--- src/rtl/button_ctrl.sv ---
// Multi-button front end: per-channel synchroniser, debouncer and press/release/long-press
// event generator, plus a wrapping up/down LED counter driven by channels 0 and 1.
module button_ctrl #(
    parameter int NUM_BTN           = 2,
    parameter int LED_WIDTH         = 4,
    parameter int DEBOUNCE_CYCLES   = 1000000,
    parameter int LONG_PRESS_CYCLES = 100000000,
    parameter bit BTN_ACTIVE_LOW    = 1'b1
) (
    input  logic                 clk,
    input  logic                 rst,
    input  logic [NUM_BTN-1:0]   btn,
    output logic [NUM_BTN-1:0]   btn_level,
    output logic [NUM_BTN-1:0]   btn_press,
    output logic [NUM_BTN-1:0]   btn_release,
    output logic [NUM_BTN-1:0]   btn_long,
    output logic [LED_WIDTH-1:0] led
);

    localparam int DW = $clog2(DEBOUNCE_CYCLES);
    localparam int HW = $clog2(LONG_PRESS_CYCLES);

    localparam logic [DW-1:0]        DB_ZERO   = {DW{1'b0}};
    localparam logic [DW-1:0]        DB_ONE    = DW'(1);
    localparam logic [DW-1:0]        DB_LAST   = DW'(DEBOUNCE_CYCLES - 1);
    localparam logic [HW-1:0]        HOLD_ZERO = {HW{1'b0}};
    localparam logic [HW-1:0]        HOLD_ONE  = HW'(1);
    localparam logic [HW-1:0]        HOLD_LAST = HW'(LONG_PRESS_CYCLES - 1);
    localparam logic [HW-1:0]        HOLD_FIRE = HW'(LONG_PRESS_CYCLES - 2);
    localparam logic [NUM_BTN-1:0]   RAW_IDLE  = {NUM_BTN{BTN_ACTIVE_LOW}};
    localparam logic [NUM_BTN-1:0]   BTN_ZERO  = {NUM_BTN{1'b0}};
    localparam logic [LED_WIDTH-1:0] LED_ZERO  = {LED_WIDTH{1'b0}};
    localparam logic [LED_WIDTH-1:0] LED_ONE   = LED_WIDTH'(1);

    logic [NUM_BTN-1:0]   sync1_q, sync2_q;
    logic [NUM_BTN-1:0]   pressed_s;
    logic [NUM_BTN-1:0]   stable_q, stable_d;
    logic [DW-1:0]        db_cnt_q [NUM_BTN];
    logic [DW-1:0]        db_cnt_d [NUM_BTN];
    logic [HW-1:0]        hold_q   [NUM_BTN];
    logic [HW-1:0]        hold_d   [NUM_BTN];
    logic [NUM_BTN-1:0]   level_q, level_d;
    logic [NUM_BTN-1:0]   press_q, press_d;
    logic [NUM_BTN-1:0]   release_q, release_d;
    logic [NUM_BTN-1:0]   long_q, long_d;
    logic [LED_WIDTH-1:0] led_q, led_d;
    logic                 dec_s;

    // Synchronisers reset to the idle raw level so a held button is seen as a fresh press.
    assign pressed_s = sync2_q ^ RAW_IDLE;

    generate
        if (NUM_BTN >= 2) begin : g_dec
            assign dec_s = press_q[1];
        end else begin : g_no_dec
            assign dec_s = 1'b0;
        end
    endgenerate

    // Debounce: count consecutive disagreeing samples, flip the stable state on the last one.
    always_comb begin
        stable_d = stable_q;
        for (int i = 0; i < NUM_BTN; i++) begin
            db_cnt_d[i] = db_cnt_q[i];
            if (pressed_s[i] == stable_q[i]) begin
                db_cnt_d[i] = DB_ZERO;
            end else if (db_cnt_q[i] == DB_LAST) begin
                db_cnt_d[i] = DB_ZERO;
                stable_d[i] = ~stable_q[i];
            end else begin
                db_cnt_d[i] = db_cnt_q[i] + DB_ONE;
            end
        end
    end

    // Event stage: level/edge pulses one cycle behind the stable state, saturating hold timer.
    always_comb begin
        level_d   = stable_q;
        press_d   = stable_q & ~level_q;
        release_d = ~stable_q & level_q;
        long_d    = BTN_ZERO;
        for (int i = 0; i < NUM_BTN; i++) begin
            hold_d[i] = hold_q[i];
            if (!level_q[i]) begin
                hold_d[i] = HOLD_ZERO;
            end else if (hold_q[i] == HOLD_LAST) begin
                hold_d[i] = hold_q[i];
            end else begin
                hold_d[i] = hold_q[i] + HOLD_ONE;
            end
            long_d[i] = level_q[i] && (hold_q[i] == HOLD_FIRE);
        end
    end

    // LED counter reacts to the registered pulses; long press on channel 0 has top priority.
    always_comb begin
        led_d = led_q;
        if (long_q[0]) begin
            led_d = LED_ZERO;
        end else if (press_q[0] && dec_s) begin
            led_d = led_q;
        end else if (press_q[0]) begin
            led_d = led_q + LED_ONE;
        end else if (dec_s) begin
            led_d = led_q - LED_ONE;
        end else begin
            led_d = led_q;
        end
    end

    // State registers with synchronous reset.
    always_ff @(posedge clk) begin
        if (rst) begin
            sync1_q   <= RAW_IDLE;
            sync2_q   <= RAW_IDLE;
            stable_q  <= BTN_ZERO;
            level_q   <= BTN_ZERO;
            press_q   <= BTN_ZERO;
            release_q <= BTN_ZERO;
            long_q    <= BTN_ZERO;
            led_q     <= LED_ZERO;
            for (int i = 0; i < NUM_BTN; i++) begin
                db_cnt_q[i] <= DB_ZERO;
                hold_q[i]   <= HOLD_ZERO;
            end
        end else begin
            sync1_q   <= btn;
            sync2_q   <= sync1_q;
            stable_q  <= stable_d;
            level_q   <= level_d;
            press_q   <= press_d;
            release_q <= release_d;
            long_q    <= long_d;
            led_q     <= led_d;
            for (int i = 0; i < NUM_BTN; i++) begin
                db_cnt_q[i] <= db_cnt_d[i];
                hold_q[i]   <= hold_d[i];
            end
        end
    end

    assign btn_level   = level_q;
    assign btn_press   = press_q;
    assign btn_release = release_q;
    assign btn_long    = long_q;
    assign led         = led_q;

endmodule

--- config.mk ---
export PLATFORM = sky130hd
export DESIGN_NAME = button_ctrl
export DESIGN_NICKNAME = d
export VERILOG_FILES = /design/src/rtl/button_ctrl.sv
export SDC_FILE = /design/constraint.sdc
export NUM_CORES = 1
export LEC_CHECK = 0
export CORE_ASPECT_RATIO = 0.6
export CORE_MARGIN = 5
export CORE_UTILIZATION = 45
export CTS_BUF_LIST = sky130_fd_sc_hd__clkbuf_8
export DETAILED_ROUTE_END_ITERATION = 16
export PLACE_DENSITY = 0.67
export SYNTH_ARGS = -nofsm -noshare
export SYNTH_HDL_FRONTEND = slang
export SYNTH_SLANG_ARGS = --single-unit
--- constraint.sdc ---
create_clock -name clk -period 2.6 [get_ports clk]
set_input_delay 0.78 -clock clk [delete_from_list [all_inputs] [get_ports clk]]
set_output_delay 0.78 -clock clk [all_outputs]
set_load 0.005 [all_outputs]
* After elaboration in Yosys (flattened, before gate mapping)
Memories as Yosys holds them, arrays and structs flattened. Index checks and enable logic that the tools add are counted.
Storage, ports and cells: memories 2, RAM bits 94, output and inout bits 12, register bits after elaboration 18
Operators by class: $add $sub $neg 6, equal/unequal tests 8, reductions and logical operators 8, multiplexer cells 17, bitwise operators 14
Memory list:
- hold_q | words 2, width 27, read ports 2, clocked after Yosys merged registers in 0, wr ports 2, RTL line 40 | logic [HW-1:0] hold_q [NUM_BTN];
- db_cnt_q | words 2, width 20, read ports 2, clocked after Yosys merged registers in 0, wr ports 2, RTL line 38 | logic [DW-1:0] db_cnt_q [NUM_BTN];
Operators by type and width (number):
- $mux 27 | 6
- $mux 20 | 6
- $eq 27x27->1 const B | 4
- $add 27x1->27 const B | 2
- $add 20x1->20 const B | 2
- $eq 20x20->1 const B | 2
- $mux 4 | 2
- $not 2->2 | 3
- $reduce_and 2->1 | 3
- $not 1->1 | 5
- $add 4x1->4 const B | 1
- $and 2x2->2 | 2
- $or 1x1->1 | 4
- $sub 4x1->4 const B | 1
- $logic_and 1x1->1 | 3
- $mux 1 | 3
- $eq 1x1->1 | 2
- $reduce_bool 2->1 | 1
- $reduce_or 2->1 | 1

* Logic depth before layout (Yosys ltp)
Gate-level depths: netlist of the first run.
depth in word-level cells 4, depth in mapped cells 7, depth with buffers taken out 7

* Least setup slack after synthesis of the first run
Ideal clock, no wire load.
path type register to register, start memory hold_q[0][36] (netlist name), end memory hold_q[0][45] (netlist name), clock period less this slack 1.802 ns, arrival time 1.732 ns, buffers on the path 1, setup slack 0.798 ns, cell stages (with the launch flop) 7, cells stage by stage dfxtp_1 > nand3_2 > or3_1 > buf_2 > or3_1 > or3_1 > a21oi_1
RTL lines (RTL line):
- from (decl) | 40

* Final worst setup path of the first run
start register led_q[0], in the netlist led[0], end output port led[0]
RTL lines:
- from (decl) | RTL line 46 | logic [LED_WIDTH-1:0] led_q, led_d;
- from (signal assigned) | RTL line 134 | led_q <= led_d;
- to (decl) | RTL line 17 | output logic [LED_WIDTH-1:0] led
No word-level cell between the ends.

==> results.md, run 1 <==
* Yosys reg bits at about 110
* Vias post-DR at ~3800
* Crit path cell chain: clkdlybuf4s50_1
* Hold Path End: sync2_q[1]
* Slew headroom at 0.540
* CP endpoint kind: output port
* Layout Utilization at 0.516
* Startpoint class of the critical path: flop
* Drt total wl at ~9500 um
* CP max-delay cell: clkdlybuf4s50_1
* # IOs at 16
* Post-CTS setup buffer count at 0
* Reg2reg start: hold_q[0][17]
* First-pass GRT wire length at 16900 um
* CTS H-tree depth at 3
* Area share of the largest cell type after synthesis at 0.456
* TritonCTS clock tree: yes
* Port buffer count at 15
* Avg WL per Cell at 13.2 um
* Layout Nets at between 500 and 600
* DRT Pass-1 Iters at 4
* # clock sinks at 112
* Initial antenna violation count at 0
* PD cells at about 530 mW/mm2
* Hold Buf Count CTS at 0
* Syn_area_per_cell at a little under 9 um2
* R2R setup slack at 0.50 ns
* Max Slew Vio Count at 0
* Primary FF master, synth: dfxtp_1
* Hold_sp: sync1_q[1]
* Sum of buffers and inverters on the critical path at 1
* Post-Syn Area at about 0.005 mm2
* GPL Wtd Cong at ~0.81
* CTS root buf: clkbuf_8
* Final hold violation count at 0
* Clk slew on worst S/H paths at 0.10 ns
* Worst vdd ir at 293 uV
* Clk_lat worst skew at roughly 0.37 ns
* Share of post-route cells with drive strength above 1 at 0.0564
* Setup CP Type: reg2out
* Die height at 91.0 um
* HP Class: reg2reg
* Starting DRT DRC Count at ~220
* Setup tns final at 0 ns
* Largest net degree at the start of global routing at 21
* Outcome: completed
* Worst-Margin Slew at about 0.7 ns
* Commonest non-fill, non-tap cell in the layout: dfxtp_1
* Largest cells by area after synthesis: dfxtp_1, xnor2_1, nor2_1
* Post-synth ARST share at 0
* Fmax at roughly 470 MHz
* Area Overhead vs Synth at 11.5%
* R2R cell count at 5
* Max clock buf depth at 2
* Post-synthesis sequential area ratio at 0.456
* FP Rows at 29
* CP Depth at 1
* Hold Path Cell Cnt at 1
* Synth unique cells at between 40 and 50
* Delay-heaviest family, CP: buffers and inverters
* Area of the core at 0.0106 mm2
* Total global routing track utilization at 0.151
* CTS Buf Count at 9
* Leak at 0.00169 uW
* Fin crit period at 2.13 ns
* Slowest stage delay, CP at between 0.5 and 0.6 ns
* Worst EP arrival at 1.35 ns
* HPWL Detailed at roughly 7000 um
* Remaining Overflow, GRT at 0
* PostCTS Resize Cnt at 0
* Antenna Violating Nets Remaining at 0
* RSZ-0062 raised after global routing: no
* Die span in x at 145 um
* Max-cap viol count at 0
* Clock skew at about 0.012 ns
* Residual DRC count at 0
* Maximum fanout along the worst path at 4
* Vias per cell at between 5 and 6
* Syn nets at between 500 and 600
* Worst EP required at between 1.5 and 2 ns
* Diodes inserted at 0
* Yosys warnings at 0
* Tcrit/Tclk final at 0.820
* Number of global-route vias before repair at 3588
* Final setup vio count at 0
* Starting density of the core at 0.463
* Cell taking the most area after synthesis: dfxtp_1
* Number of synthesized flops with an enable pin at 0
* Reg2reg end: hold_q[0][6]
* Synth Instances at between 500 and 600
* Design Power at roughly 2900 uW
* Commonest cells after routing, fill and taps aside: dfxtp_1, nor2_1, xnor2_1
* Die Area at roughly 0.013 mm2
[through the flow]
step | std cells | hold slack [ns] | setup WS (ns) | instance area [um2]
final | 724 | 0.431 | 0.469 | 5480
after global routing | 724 | 0.442 | 0.271 | 5480
after global placement | 708 | 0.407 | 0.240 | 5250
after detailed placement | 708 | 0.414 | 0.190 | 5250
after CTS | 724 | 0.433 | 0.430 | 5480
after floorplan | 561 | 0.389 | 0.798 | 4920
[cells in the mapped netlist (2+ instances only)]
| master | number |
|---|---|
| dfxtp_1 | 112 |
| a31oi_1 | 2 |
| or3_1 | 11 |
| o21ai_0 | 8 |
| o31ai_1 | 3 |
| and3_1 | 13 |
| o211ai_1 | 3 |
| a211oi_1 | 3 |
| nand4_1 | 16 |
| xor2_1 | 31 |
| and4_1 | 12 |
| nand3_1 | 32 |
| or4_1 | 5 |
| inv_1 | 13 |
| buf_2 | 3 |
| nor4b_1 | 4 |
| o21bai_1 | 2 |
| nand2b_1 | 3 |
| clkbuf_1 | 15 |
| and2_1 | 4 |
| nor2_1 | 94 |
| nor4bb_1 | 2 |
| o311ai_0 | 2 |
| nor4_1 | 19 |
| nor3_1 | 23 |
| xnor2_1 | 47 |
| mux2i_1 | 2 |
| nand2_1 | 40 |
| or2_2 | 4 |
| nor2b_1 | 6 |
| a21oi_1 | 8 |
| ha_1 | 8 |
[power by group]
part	internal [uW]	switching (uW)
Sequential	1720	1.87
Combinational	9.10	10.2
Clock	594	562
[cell families after synthesis]
group,count (synthesis),synth area share
multiplexers,2,0.00407
AO/OA/AOI/OAI,37,0.0496
buffers and inverters,31,0.0244
adder cells (fa/ha/maj),9,0.0244
AND/OR/NAND/NOR,292,0.303
XOR/XNOR,78,0.139
flip-flops,112,0.456
[state kept, by name, indices dropped and copies added, names as in the netlist]
name / count
sync1_q: 2
led: 4
level_d: 2
db_cnt_q: 40
hold_q: 54
sync2_q: 2
btn_release: 2
btn_long: 2
btn_press: 2
btn_level: 2
[area by class of cell]
| cell class | count | area, um2 |
|---|---|---|
| multi-input cells | 418 | 2550 |
| repair buffers | 26 | 233 |
| well taps | 139 | 174 |
| fillers | 977 | 5150 |
| inverters | 13 | 48.8 |
| clock buffers | 11 | 151 |
| clock inverters | 5 | 78.8 |
| flip-flops and latches | 112 | 2240 |
[worst max-delay path by stage]
stage	slack [ns]	endpoint	from
3_5_place_dp	0.19	db_cnt_q[0][25]	rst
4_1_cts	0.43	led[0]	led[0]
5_1_grt	0.27	hold_q[0][19]	hold_q[0][2]
2_1_floorplan	0.80	hold_q[0][45]	hold_q[0][36]
3_3_place_gp	0.24	db_cnt_q[0][23]	rst
6_report	0.47	led[0]	led[0]
[metal layers]
metal  track usage  part of all wire  vias up
met3        0.0383             0.039       10
met4        0.0455             0.012        0
met2         0.227              0.43       54
met1         0.215              0.52     1781
met5             0                 0        -
li1              -                 -     1983
Note: power is estimated with default switching activity, not from simulation.
==> run 2, diff against run 1 <==
--- a/config.mk
+++ b/config.mk
@@ -10,7 +10,7 @@
 export CORE_UTILIZATION = 45
 export CTS_BUF_LIST = sky130_fd_sc_hd__clkbuf_8
 export DETAILED_ROUTE_END_ITERATION = 16
-export PLACE_DENSITY = 0.67
+export PLACE_DENSITY = 0.69
 export SYNTH_ARGS = -nofsm -noshare
 export SYNTH_HDL_FRONTEND = slang
 export SYNTH_SLANG_ARGS = --single-unit
==> constraint.sdc (replaced) <==
create_clock -name clk -period 1.94 [get_ports clk]
set_input_delay 0.582 -clock clk [delete_from_list [all_inputs] [get_ports clk]]
set_output_delay 0.582 -clock clk [all_outputs]
set_load 0.005 [all_outputs]
==> results.md, run 2 (synthesis gave the netlist of run 1 again) <==
* Outcome: completed
* Reg2reg end: hold_q[0][45]
* PD cells at 662 mW/mm2 (+25%)
* Drt total wl at 9860 um (+3.4%)
* Setup CP Type: reg2out
* Layout Nets at 610 (+2.9%)
* Worst vdd ir at 357 uV (+22%)
* Gate power share at 0.008 (about the same)
* Number of global-route vias before repair at 3595 (+0.20%)
* Slowest stage delay, CP at 0.54 ns (about the same)
* Clk_lat worst skew at 0.37 ns (about the same)
* Fmax at 534 MHz
* Avg WL per Cell at 13.3 um (+1.1%)
* Commonest cells after routing, fill and taps aside: dfxtp_1, nor2_1, xnor2_1
* Max reg flops at 54 (unchanged)
* HP Class: reg2reg
* Final setup vio count at 0 (unchanged)
* Tcrit/Tclk final at 0.966
* Max Slew Vio Count at 0 (unchanged)
* # clock sinks at 112 (unchanged)
* CTS H-tree depth at 3 (unchanged)
* R2R cell count at 5 (unchanged)
* Final hold violation count at 0 (unchanged)
* Max-cap viol count at 0 (unchanged)
* Grt peak-use layer: met2
* Share of post-route cells with drive strength above 1 at 0.0915 (+0.0351)
* Reg2reg start: hold_q[0][35]
* Startpoint class of the critical path: flop
* Vias post-DR at 3870 (+1.1%)
* Largest net degree at the start of global routing at 21 (unchanged)
* Clk slew on worst S/H paths at 0.10 ns (about the same)
* Critical Path Source: led[1]
* CP endpoint kind: output port
* TritonCTS clock tree: yes
* HPWL Detailed at 7150 um (+4.0%)
* Antenna Violating Nets Remaining at 0 (unchanged)
* Area of the core at 0.0106 mm2 (unchanged)
* Internal power at 2930 uW (+26%)
* Die height at 91.0 um (unchanged)
* Net Sw Power at 762 uW (+33%)
* Hold_sp: sync1_q[1]
* Hold Path End: sync2_q[1]
* DP Worst Slack at -0.204 ns (-0.394 ns)
* Diodes inserted at 0 (unchanged)
* # IOs at 16 (unchanged)
* Initial antenna violation count at 0 (unchanged)
* CP max-delay cell: clkdlybuf4s50_1
* R2R setup slack at 0.13 ns (-0.37 ns)
* Met2 Track Usage GR at 0.234 (+0.00652)
* Remaining Overflow, GRT at 0 (unchanged)
* Sum of buffers and inverters on the critical path at 1 (unchanged)
* Post-CTS setup buffer count at 0 (unchanged)
* Clock skew at 0.00827 ns (-0.00393 ns)
* Fill count at 969 (-0.82%)
* Vias per cell at 5.23 (-1.1%)
* Final WS setup at 0.0658 ns (-0.404 ns)
* Layout Utilization at 0.525 (+0.00977)
* Fin crit period at ~1.9 ns
* Hold Path Cell Cnt at 1 (unchanged)
* Die Area at 0.0132 mm2 (unchanged)
* Hold_ws at 0.422 ns (-0.00873 ns)
* Global-route met3 utilization at 0.0428 (+0.00448)
* Slew headroom at 0.731 (+0.191)
* Worst EP arrival at 1.29 ns (-0.06 ns)
* M1 GR Usage at 0.213 (-0.00161)
* Port buffer count at 15 (unchanged)
* RSZ-0062 raised after global routing: yes
* Maximum fanout along the worst path at 4 (unchanged)
* CTS root buf: clkbuf_8
* Crit path cell chain: clkdlybuf4s50_1
* Total global routing track utilization at 0.153 (+0.00158)
* First-pass GRT wire length at 17000 um (+0.29%)
* Reg power frac at 0.623 (+0.029)
* Commonest non-fill, non-tap cell in the layout: dfxtp_1
* Net Sw Frac at 0.206 (+0.00764)
* Clock power frac at 0.368 (-0.031)
* Largest register by flop count: hold_q
* DRT Pass-1 Iters at 4 (unchanged)
* Max clock buf depth at 2 (unchanged)
* Starting DRT DRC Count at 230 (+4.1%)
* Area Overhead vs Synth at 13.6%
* Worst-Margin Slew at 0.400 ns (-0.284 ns)
* Worst EP required at 1.36 ns (-0.46 ns)
* Residual DRC count at 0 (unchanged)
* Delay-heaviest family, CP: buffers and inverters
* Die span in x at 145 um (unchanged)
* GPL Wtd Cong at 0.809 (-0.32%)
* FP Rows at 29 (unchanged)
* Starting density of the core at 0.463 (unchanged)
* CTS Buf Count at 9 (unchanged)
* Leak at 0.00176 uW (+4.0%)
==> run 2: worst max path at each step <==
| stage | end | slack [ns] | cells past startpoint |
|---|---|---|---|
| 4_1_cts | led[0] | 0.006 | 1 |
| 5_1_grt | hold_q[0][49] | -0.006 | 5 |
| 6_report | led[1] | 0.07 | 1 |
| 3_5_place_dp | hold_q[0][34] | -0.20 | 4 |
| 3_3_place_gp | db_cnt_q[0][38] | -0.14 | 5 |
| 2_1_floorplan | hold_q[0][45] | 0.14 | 6 |
==> run 2: power by group through the flow <==
stage	Combinational, uW	Clock [uW]	Sequential (uW)
6_report	31.0	1360	2300
5_1_grt	34.0	1500	2300
4_1_cts	31.5	1410	2310
3_5_place_dp	31.3	0	2360
3_3_place_gp	29.9	0	2360
2_1_floorplan	13.9	0	2360
==> run 2: area by class of cell <==
| cell class | count | area (um2) | share of cell area |
|---|---|---|---|
| well taps | 139 | 174 | 0.0311 |
| inverters | 13 | 48.8 | 0.00873 |
| clock inverters | 5 | 50.0 | 0.00896 |
| repair buffers | 43 | 360 | 0.0645 |
| flip-flops and latches | 112 | 2250 | 0.403 |
| multi-input cells | 418 | 2560 | 0.459 |
| clock buffers | 10 | 138 | 0.0246 |
==> run 2: layer usage <==
metal | vias to the layer above | part of all wire
met5 | - | 0
met4 | 0 | 0.010
met3 | 11 | 0.040
met2 | 47 | 0.44
met1 | 1793 | 0.51
li1 | 2019 | -
==> run 2: what timing repair did <==
item                                    4_1_cts  5_1_grt
endpoints found under the setup margin        4       10
hold buffers                                  0        0
gates cloned                                  0        0
resized for setup                             4        7
==> run 2: through the flow <==
stage	total power (uW)	cell area [um2]	cells	TNS, ns
after floorplan	2370	4920	561	0
after global placement	2390	5380	725	-5.25
after detailed placement	2390	5380	725	-6.67
after global routing	3840	5590	740	-0.00615
final	3700	5590	740	0
after CTS	3750	5570	740	0
==> run 2: worst reg2reg max path, cell delays in order, from the launching register on <==
cell     delay, ns
dfxtp_1       0.41
nand3_2       0.11
or3_1         0.35
or3_1         0.39
or3_1         0.35
a21oi_1       0.14
